[config.mk]
export PLATFORM = sky130hd
export DESIGN_NAME = kill_search_engine
export DESIGN_NICKNAME = d
export VERILOG_FILES = /design/src/rtl/gobang_pkg.sv /design/src/rtl/kill_stack.sv /design/src/rtl/kill_search_engine.sv
export SDC_FILE = /design/constraint.sdc
export NUM_CORES = 2
export LEC_CHECK = 0
export CAP_MARGIN = 10
export CORE_AREA = 2 2 372 374
export DETAILED_ROUTE_END_ITERATION = 10
export DIE_AREA = 0 0 374 376
export SYNTH_ARGS = -nofsm -noshare
export SYNTH_HDL_FRONTEND = slang
export SYNTH_SLANG_ARGS = --single-unit
[constraint.sdc]
create_clock -name i_clk -period 18 [get_ports i_clk]
set_input_delay 3.6 -clock i_clk [delete_from_list [all_inputs] [get_ports i_clk]]
set_output_delay 3.6 -clock i_clk [all_outputs]
set_load 0.02 [all_outputs]
[src/rtl/gobang_pkg.sv]
// -----------------------------------------------------------------------------
// gobang_pkg
// Shared types and constants for the gomoku kill (VCF/VCT style) search engine.
//   board_t  : 225 cells x 2-bit cell code, cell i at board[i]
//   EMPTY/BLACK/WHITE : cell codes
//   NO_MOVE  : "no move" marker / "search from first candidate"
//   state_t  : search controller states
// -----------------------------------------------------------------------------
package gobang_pkg;

   localparam int         CELLS   = 225;
   localparam logic [7:0] NO_MOVE = 8'hFF;

   localparam logic [1:0] EMPTY = 2'b00;
   localparam logic [1:0] BLACK = 2'b01;
   localparam logic [1:0] WHITE = 2'b10;

   typedef logic [CELLS-1:0][1:0] board_t;

   typedef enum logic [2:0] {
      S_IDLE,
      S_QUERY,
      S_WAIT,
      S_DESCEND,
      S_ASCEND,
      S_DONE
   } state_t;

   // BLACK <-> WHITE by swapping the two code bits
   function automatic logic [1:0] opp_side(input logic [1:0] s);
      return {s[0], s[1]};
   endfunction

endpackage

[src/rtl/kill_stack.sv]
// -----------------------------------------------------------------------------
// kill_stack
// LIFO of moves played along the current search path (one entry per level).
// Implemented as a shift register so the top is always entry 0.
// Ports:
//   i_clk, i_rst : clock, asynchronous active-high reset (stack empty)
//   i_clr        : synchronous clear (new search)
//   i_push       : push i_data (ignored when full)
//   i_pop        : pop top entry (ignored when empty)
//   o_top        : current top, all-ones when empty
// -----------------------------------------------------------------------------
module kill_stack #(
   parameter int DEPTH = 9,
   parameter int W     = 8
) (
   input  logic         i_clk,
   input  logic         i_rst,
   input  logic         i_clr,
   input  logic         i_push,
   input  logic         i_pop,
   input  logic [W-1:0] i_data,
   output logic [W-1:0] o_top
);

   localparam int CW = $clog2(DEPTH + 1);

   logic [DEPTH-1:0][W-1:0] mem_q, mem_d;
   logic [CW-1:0]           cnt_q, cnt_d;
   logic                    empty, full;

   assign empty = (cnt_q == '0);
   assign full  = (cnt_q == CW'(DEPTH));
   assign o_top = empty ? '1 : mem_q[0];

   always_comb begin
      mem_d = mem_q;
      cnt_d = cnt_q;
      // clear only resets the count; stale contents are unreachable
      if (i_clr) begin
         cnt_d = '0;
      end else if (i_push && !full) begin
         mem_d = {mem_q[DEPTH-2:0], i_data};
         cnt_d = cnt_q + 1'b1;
      end else if (i_pop && !empty) begin
         mem_d = {{W{1'b1}}, mem_q[DEPTH-1:1]};
         cnt_d = cnt_q - 1'b1;
      end
   end

   always_ff @(posedge i_clk or posedge i_rst) begin
      if (i_rst) begin
         mem_q <= '0;
         cnt_q <= '0;
      end else begin
         mem_q <= mem_d;
         cnt_q <= cnt_d;
      end
   end

endmodule

[src/rtl/kill_search_engine.sv]
// -----------------------------------------------------------------------------
// kill_search_engine
// Depth-limited AND/OR forced-win search. Even levels are attacker (OR),
// odd levels defender (AND). Candidate generation and immediate-win detection
// are delegated to an external oracle via a query/response handshake.
// Optional build macro: KILL_BUDGET_EN -- caps accepted queries per search at
// NODE_BUDGET and reports o_timeout; without it o_timeout is tied low.
// Ports:
//   i_clk, i_rst               : clock, asynchronous active-high reset
//   i_start/i_abort            : begin search (IDLE only) / terminate search
//   i_depth, i_side, i_board   : level limit, attacker code, root position
//   o_q_valid/i_q_ready        : oracle query handshake
//   o_q_board/o_q_level/o_q_after : query contents
//   i_r_valid/i_r_found/i_r_move/i_r_win : oracle response
//   o_busy, o_finish           : running / one-cycle completion pulse
//   o_sha, o_first_move, o_timeout : result, held until next start
// -----------------------------------------------------------------------------
module kill_search_engine
   import gobang_pkg::*;
#(
   parameter int MAX_DEPTH   = 9,
   parameter int MOVE_W      = 8,
   parameter int NODE_BUDGET = 4096
) (
   input  logic              i_clk,
   input  logic              i_rst,
   input  logic              i_start,
   input  logic              i_abort,
   input  logic [4:0]        i_depth,
   input  logic [1:0]        i_side,
   input  board_t            i_board,
   output logic              o_q_valid,
   input  logic              i_q_ready,
   output board_t            o_q_board,
   output logic [4:0]        o_q_level,
   output logic [MOVE_W-1:0] o_q_after,
   input  logic              i_r_valid,
   input  logic              i_r_found,
   input  logic [MOVE_W-1:0] i_r_move,
   input  logic              i_r_win,
   output logic              o_busy,
   output logic              o_finish,
   output logic              o_sha,
   output logic [MOVE_W-1:0] o_first_move,
   output logic              o_timeout
);

   localparam logic [MOVE_W-1:0] NOMV    = MOVE_W'(NO_MOVE);
   localparam logic [4:0]        LIM_MAX = 5'(MAX_DEPTH - 1);

   state_t            state_q, state_d;
   board_t            board_q, board_d;
   logic [4:0]        level_q, level_d;
   logic [4:0]        lim_q, lim_d;
   logic [MOVE_W-1:0] after_q, after_d;
   logic [MOVE_W-1:0] mv_q, mv_d;        // candidate awaiting DESCEND
   logic [MOVE_W-1:0] first_q, first_d;
   logic [1:0]        side_q, side_d;
   logic              res_q, res_d;      // child result carried into ASCEND
   logic              sha_q, sha_d;

   logic              stk_push, stk_pop, stk_clr;
   logic [MOVE_W-1:0] stk_top;

   logic              atk, cand_ok;
   // resolution request: node at level rlvl decided with result rres
   logic              rv, rres;
   logic [4:0]        rlvl;
   logic [MOVE_W-1:0] rmv;

`ifdef KILL_BUDGET_EN
   localparam int CNT_W = $clog2(NODE_BUDGET + 1);
   logic [CNT_W-1:0] cnt_q, cnt_d;
   logic             tout_q, tout_d;
`endif

   kill_stack #(
      .DEPTH (MAX_DEPTH),
      .W     (MOVE_W)
   ) u_stack (
      .i_clk  (i_clk),
      .i_rst  (i_rst),
      .i_clr  (stk_clr),
      .i_push (stk_push),
      .i_pop  (stk_pop),
      .i_data (mv_q),
      .o_top  (stk_top)
   );

   assign atk     = ~level_q[0];
   // off-board or occupied candidates count as "nothing found"
   assign cand_ok = i_r_found && (int'(i_r_move) < CELLS) && (board_q[i_r_move] == EMPTY);

   // ---------------- state register ----------------
   always_ff @(posedge i_clk or posedge i_rst) begin
      if (i_rst) state_q <= S_IDLE;
      else       state_q <= state_d;
   end

   // ---------------- next-state / datapath ----------------
   always_comb begin
      state_d  = state_q;
      board_d  = board_q;
      level_d  = level_q;
      lim_d    = lim_q;
      after_d  = after_q;
      mv_d     = mv_q;
      first_d  = first_q;
      side_d   = side_q;
      res_d    = res_q;
      sha_d    = sha_q;
      stk_push = 1'b0;
      stk_pop  = 1'b0;
      stk_clr  = 1'b0;
      rv       = 1'b0;
      rres     = 1'b0;
      rlvl     = level_q;
      rmv      = NOMV;
`ifdef KILL_BUDGET_EN
      cnt_d    = cnt_q;
      tout_d   = tout_q;
`endif

      case (state_q)
         S_IDLE: begin
            // start wins over a simultaneous abort (abort is ignored in IDLE)
            if (i_start) begin
               state_d = S_QUERY;
               board_d = i_board;
               level_d = '0;
               after_d = NOMV;
               lim_d   = (int'(i_depth) >= MAX_DEPTH) ? LIM_MAX : i_depth;
               side_d  = i_side;
               sha_d   = 1'b0;
               first_d = NOMV;
               stk_clr = 1'b1;
`ifdef KILL_BUDGET_EN
               cnt_d   = '0;
               tout_d  = 1'b0;
`endif
            end
         end

         S_DONE: state_d = S_IDLE;

         default: begin
            if (i_abort) begin
               state_d = S_DONE;
               sha_d   = 1'b0;
               first_d = NOMV;
            end else begin
               case (state_q)
                  S_QUERY: begin
                     if (i_q_ready) begin
`ifdef KILL_BUDGET_EN
                        if (cnt_q == CNT_W'(NODE_BUDGET - 1)) begin
                           state_d = S_DONE;
                           sha_d   = 1'b0;
                           first_d = NOMV;
                           tout_d  = 1'b1;
                        end else begin
                           cnt_d   = cnt_q + 1'b1;
                           state_d = S_WAIT;
                        end
`else
                        state_d = S_WAIT;
`endif
                     end
                  end

                  S_WAIT: begin
                     if (i_r_valid) begin
                        if (!cand_ok) begin
                           rv   = 1'b1;
                           rres = ~atk;
                        end else if (i_r_win) begin
                           rv   = 1'b1;
                           rres = atk;
                           rmv  = i_r_move;
                        end else if (level_q == lim_q) begin
                           // no room to go deeper: attacker tries next candidate
                           if (atk) begin
                              after_d = i_r_move;
                              state_d = S_QUERY;
                           end else begin
                              rv   = 1'b1;
                              rres = 1'b0;
                           end
                        end else begin
                           mv_d    = i_r_move;
                           state_d = S_DESCEND;
                        end
                     end
                  end

                  S_DESCEND: begin
                     board_d[mv_q] = atk ? side_q : opp_side(side_q);
                     stk_push      = 1'b1;
                     level_d       = level_q + 5'd1;
                     after_d       = NOMV;
                     state_d       = S_QUERY;
                  end

                  S_ASCEND: begin
                     // undo the parent's move, then apply the child result there
                     board_d[stk_top] = EMPTY;
                     stk_pop          = 1'b1;
                     level_d          = level_q - 5'd1;
                     // parent is attacker when the child level is odd; a
                     // result equal to "parent is attacker" decides the parent
                     if (res_q == level_q[0]) begin
                        rv   = 1'b1;
                        rres = res_q;
                        rlvl = level_q - 5'd1;
                        rmv  = stk_top;
                     end else begin
                        after_d = stk_top;
                        state_d = S_QUERY;
                     end
                  end

                  default: state_d = S_IDLE;
               endcase
            end
         end
      endcase

      if (rv) begin
         if (rlvl == '0) begin
            state_d = S_DONE;
            sha_d   = rres;
            first_d = rres ? rmv : NOMV;
         end else begin
            state_d = S_ASCEND;
            res_d   = rres;
            level_d = rlvl;
         end
      end
   end

   // ---------------- datapath registers ----------------
   always_ff @(posedge i_clk or posedge i_rst) begin
      if (i_rst) begin
         board_q <= '0;
         level_q <= '0;
         lim_q   <= '0;
         after_q <= NOMV;
         mv_q    <= NOMV;
         first_q <= NOMV;
         side_q  <= BLACK;
         res_q   <= 1'b0;
         sha_q   <= 1'b0;
      end else begin
         board_q <= board_d;
         level_q <= level_d;
         lim_q   <= lim_d;
         after_q <= after_d;
         mv_q    <= mv_d;
         first_q <= first_d;
         side_q  <= side_d;
         res_q   <= res_d;
         sha_q   <= sha_d;
      end
   end

`ifdef KILL_BUDGET_EN
   always_ff @(posedge i_clk or posedge i_rst) begin
      if (i_rst) begin
         cnt_q  <= '0;
         tout_q <= 1'b0;
      end else begin
         cnt_q  <= cnt_d;
         tout_q <= tout_d;
      end
   end
   assign o_timeout = tout_q;
`else
   assign o_timeout = 1'b0;
`endif

   // ---------------- outputs ----------------
   always_comb begin
      o_q_valid = (state_q == S_QUERY);
      o_busy    = (state_q == S_QUERY) || (state_q == S_WAIT) ||
                  (state_q == S_DESCEND) || (state_q == S_ASCEND);
      o_finish  = (state_q == S_DONE);
   end

   assign o_q_board    = board_q;
   assign o_q_level    = level_q;
   assign o_q_after    = after_q;
   assign o_sha        = sha_q;
   assign o_first_move = first_q;

endmodule

# After elaboration in Yosys (flattened, before gate mapping)
# Index checks and enable logic that the tools add are counted.
# word_totals
ff_bits,567
latchBits,0
mem_bits_rw,0
mem_bits_ro,0
in_bits,473
out_inout_bits,476
wordCells,409
mem_count,0
# classes
addsub,4
mul,0
div,0
magnitude_cmp,7
n_eq_ne,23
n_shift,0
mux,94
bitwise_logic,10
n_reduce_logical,27
# op_table
operator,count
$pmux W450 S2,2
$mux W450,2
$and A450 B450 Y450,1
$bwmux W450,1
$not A450 Y450,1
$mux W8,20
$mux W72,2
$pmux W8 S2,3
$mux W5,9
$demux W2 S8,2
$mux W3,10
$lt A8 B9 Y1 const B,3
$mux W1,27
$ne A6 B5 Y1 const B,4
$pmux W8 S3,1
$pmux W5 S2,2
$ne A3 B2 Y1 const B,6
$bmux W2 S8,1
$ge A8 B1 Y1 const B,2
$reduce_and A7 Y1,2
$mux W4,3
$pmux W3 S4,1
$reduce_and A10 Y1,1
$lt A8 B8 Y1 const B,1
33 further kinds,58

# Longest topological paths before layout
# depth
word_depth,12
ltp_mapped,14
mapped_depth_nobuf,11

# By module
# From an unflattened synthesis, not the netlist that was laid out.
# hier_totals
hier_cells,3932
hier_area_um2,34087.7
# modules_own_cells
mod,instances,cells_per_inst,area_per_inst_um2,seq_area_each_um2
kill_search_engine,1,3661,30226.5,12318.1
kill_stack,1,271,3861.2,1901.8

# Worst setup path before layout
# OpenSTA, ideal clock, no wires.
# synth_path
path_kind,in2reg
from,in i_r_move[0]
to,reg mv_q[2]
setup_time_ns,0.082
arrival_ns,6.031
required_ns,17.918
slack_ns,11.887
stages,8
path_buffers,1
cell_sequence,buf_6 mux4_2 mux4_2 a311o_1 o211ai_2 o211a_4 nand3b_4 mux2_4
# synth_between
elab_chain_cells,5
elab_cells_between_ends,7
classes_between,order compare (1); mux (2); reduce/logical (4)
# synth_lines
element,line,rtl
"start, declared",kill_search_engine.sv:39,"input logic [MOVE_W-1:0] i_r_move,"
$bmux W2 S8,kill_search_engine.sv:92,assign cand_ok = i_r_found && (int'(i_r_move) < CELLS) && (board_q[i_r_move] == EMPTY);
$mux W2 (implied by the code),kill_search_engine.sv:92,
$logic_not A2 Y1,kill_search_engine.sv:92,
$logic_and A1 B1 Y1 (*),kill_search_engine.sv:92,
$reduce_and A7 Y1 (no line) (*),n/a,
"end signal, assigned",kill_search_engine.sv:258,mv_q <= mv_d;
"end, declared",kill_search_engine.sv:56,"logic [MOVE_W-1:0] mv_q, mv_d;"
# Mark *: on every way between the ends. The rest lies on a longest branch, timed or not. The select of a mux whose other input is x is not followed.
# A chain may end at the register's enable or synchronous reset.

# Worst setup path in the final report
# layout_path
from,in i_r_move[0]
to,reg first_q[5] (netlist: o_first_move[5])
# layout_between
elab_chain_cells,12
elab_cells_between_ends,24
classes_between,order compare (1); mux (20); reduce/logical (3)
# layout_lines
element,line,rtl
$bmux W2 S8,kill_search_engine.sv:92,
$mux W2 (implied by the code),kill_search_engine.sv:92,
$logic_not A2 Y1,kill_search_engine.sv:92,
$logic_and A1 B1 Y1 (*),kill_search_engine.sv:92,
$mux W8 or $mux W1 (tied branches),kill_search_engine.sv:173,if (!cand_ok) begin
$mux W8 or $mux W1 (tied branches),kill_search_engine.sv:172,if (i_r_valid) begin
$pmux W8 S2 or $pmux W1 S2 (tied branches),kill_search_engine.sv:152,case (state_q)
$mux W8 or $mux W1 (tied branches),kill_search_engine.sv:147,if (i_abort) begin
$mux W8 or $mux W1 (tied branches),kill_search_engine.sv:124,case (state_q)
$mux W8,kill_search_engine.sv:232,first_d = rres ? rmv : NOMV;
$mux W8,kill_search_engine.sv:229,if (rlvl == '0) begin
$mux W8 (*),kill_search_engine.sv:228,if (rv) begin
net first_d[5],kill_search_engine.sv:57,"logic [MOVE_W-1:0] first_q, first_d;"
"end signal, assigned",kill_search_engine.sv:259,first_q <= first_d;
"end, declared",kill_search_engine.sv:57,
# Mark *: on every way through the listed nets, which the timed path passes. The rest lies on a longest branch. The select of a mux whose other input is x is not followed.

==> metrics.md <==
| Metric | Value |
|---|---|
| Status | finished, violations left |
| Failing checks | slew limit |
| Die height | 376 µm |
| Vias per cell | 5.99 |
| Clock latency on the worst-skew pair | 0.71 ns |
| Share of Yosys cell area claimed by the top area cell type | 40.1% |
| FMAX | 0.121 GHz |
| HPWL after DPL | 170 mm |
| WHS | 0.490 ns |
| Synth Net Count | 4702 |
| Via count | 40854 |
| Largest net degree at the start of global routing | 182 |
| Max clock buf depth | 3 |
| Number of clock sinks | 567 |
| Routed wire per std cell | 35.3 µm |
| Cell Area, Synth | 33800 µm² |
| Lkg Pwr | 0.0184 µW |
| Initial antenna violation count | 56 |
| List of most frequent post-synthesis cells | nor2_1 (580), dfrtp_1 (542), a22oi_1 (411) |
| Syn Area/Cell | 8.01 µm² |
| All-Layer GR Usage | 32.8% |
| Routed WL | 241 mm |
| Hold_buf cts | 0 |
| Worst R2R Path Depth | 11 |
| I/O Buffers | 947 |
| Inserted Clock Buffers | 76 |
| Count leader, synth | nor2_1 |
| EDFF count, synth | 0 |
| FP Rows | 136 |
| Area delta synth->final | 40.3% |
| I/O pins | 949 |
| Cell variety after synth | 81 |
| Peak supply drop | 0.144 mV |
| Fin crit period | 8.23 ns |
| # DRC | 0 |
| CTS tree | done |
| Vias in the first global route | 38271 |
| CP Max Fanout | 52 |
| Total Die Area | 141000 µm² |
| Worst Path Arrival | 8.82 ns |
| Pwr dens | 204 nW/µm² |
| Area leader, netlist | dfrtp_1 |
| Path type of the worst min-delay path | flip-flop to flip-flop |
| Clock transition at the registers of the reported paths | 0.06 ns |
| Hold Vio Cnt, Final | 0 |
| First drt pass iteration count | 8 |
| Hold path cells | 1 |
| Synth top area cells | dfrtp_1 (40%), a22oi_1 (9.1%), o22ai_1 (7.1%) |
| Yosys reg bits | 567 |
| First-pass GRT wire length | 324 mm |
| Core box area | 137000 µm² |
| Post-CTS Setup Inserts | 0 |
| Setup Viol. Count Final | 0 |
| Prevailing post-synth register cell | dfrtp_1 |
| Clock Skew | 0.0417 ns |
| H-tree depth | 3 |
| Total Negative Setup Slacks | 0 ns |
| Sequential area share after synthesis | 42.0% |
| Die width | 374 µm |
| Yosys warns | 0 |
| Total gr overflow | 0 |
| Initial DRC Count | 5673 |
| Worst setup EP type | flip-flop |
| Required @ worst endpoint | 18.58 ns |
| Layout cells sized above 1 | 7.53% |
| Synthesized instance count | 4223 |
| Slew HR | -0.743% |
| Worst Tran Pin Value | 1.51 ns |
| Initial Utilization | 24.8% |
| Final ANT Viol Nets | 0 |
| Max-cap violations | 0 |
| Fin crit share | 45.7% |
| Routability cong. | 0.981 |
| Root Buffer | clkbuf_16 |
| RSZ-0062 raised after global routing | false |
| Async SR Flop Fraction | 100% |
| Resized cells post-CTS | 0 |
| Final slew viol count | 27 |
| CP startpoint kind | primary input |
| Tot Pwr | 9690 µW |
| Final net count | 5430 |
| CP Class | primary input to flip-flop |
==> critical path: stages <==
cell and delay [ns]:
buf_6 0.38, buf_4 0.67, buf_4 0.76, inv_1 0.57, o311ai_1 0.40, o31ai_1 0.11, a211oi_1 0.27, o2111ai_1 0.18
a41oi_2 0.68, o21ai_1 0.29, o211ai_2 0.48, a32oi_1 0.19
==> layer usage <==
layer  part of all wire (%)  GRT usage, %  up-vias
met5                  0.066             0        -
met4                    6.4          19.1       26
met3                     11          9.89      614
met2                     43          48.3     3051
met1                     39          42.4    20391
li1                       -             -    16772
==> through the flow <==
| stage | cells | setup slack (ns) | cell area, µm² | util [%] |
|---|---|---|---|---|
| after detailed placement | 6666 | 9.21 | 45000 | 32.9 |
| after CTS | 6798 | 9.94 | 47400 | 34.7 |
| after floorplan | 4223 | 6.70 | 33800 | - |
| final | 6825 | 9.77 | 47500 | 34.7 |
| after global placement | 6665 | 9.23 | 45000 | 32.9 |
| after global routing | 6812 | 9.48 | 47400 | 34.7 |
==> flip-flops by register name, summed over array words and instances (netlist names) <==
register	cells
lim_q	5
mv_q	8
o_first_move	8
o_q_after	8
o_q_board	450
o_q_level	5
o_sha	1
res_q	1
side_q	2
state_q	3
u_stack.cnt_q	4
u_stack.mem_q	72
==> cell families (layout without fill, tap and decap cells) <==
kind of cell / after synthesis / count (layout) / synth area share, %
XOR/XNOR: 13 / 13 / 0.336
buffers and inverters: 783 / 1565 / 8.90
AND/OR/NAND/NOR: 1120 / 1120 / 14.0
AO/OA/AOI/OAI: 1665 / 1665 / 31.4
adder cells (fa/ha/maj): 6 / 6 / 0.244
other: 1 / 27 / 0.0111
flip-flops: 567 / 567 / 42.0
multiplexers: 68 / 68 / 3.08
==> cell usage in the layout (no fill, tap or decap), types with 24 or more instances in the layout <==
| cell type | n |
|---|---|
| inv_1 | 394 |
| dfrtp_1 | 542 |
| or2_2 | 43 |
| nor2_1 | 558 |
| a21oi_1 | 266 |
| clkbuf_16 | 78 |
| o22ai_1 | 383 |
| a32oi_1 | 51 |
| mux4_2 | 24 |
| dfstp_2 | 25 |
| buf_4 | 87 |
| a31oi_1 | 87 |
| clkdlybuf4s50_1 | 942 |
| o21ai_0 | 331 |
| nand2_1 | 279 |
| a22oi_1 | 411 |
| nor3_1 | 88 |
| diode_2 | 26 |
==> report_power, final <==
part	leakage (µW)	internal [µW]	switching (µW)	total, µW
Clock	0.00117	871	670	1540
Sequential	0.00695	1860	689	2550
Combinational	0.0103	1900	3700	5600
Total	0.0184	4630	5060	9690
==> worst paths after layout <==
path / end / slack, ns / startpoint
max in group asynchronous: o_q_board[259] / 11.53 / i_rst
worst min register to register: u_stack.mem_q[67] / 0.49 / u_stack.mem_q[67]
worst min-delay path: u_stack.mem_q[67] / 0.49 / u_stack.mem_q[67]
worst max-delay path: o_first_move[5] / 9.77 / i_r_move[0]
min in group asynchronous: o_q_board[148] / 3.39 / i_rst
worst max register to register: o_q_board[0] / 12.57 / state_q[1]
==> cell type report <==
cell class                      count  area, µm²
Tap cell                         1794       2240
Inverter                          396       1490
Clock buffer                      112       2190
Clock inverter                     20        199
Fill cell                       14195      89200
Sequential cell                   567      14200
Timing Repair Buffer             1037      10200
Antenna cell                       26       65.1
Multi-Input combinational cell   2873      16900
Note: power is estimated with default switching activity, not from simulation.
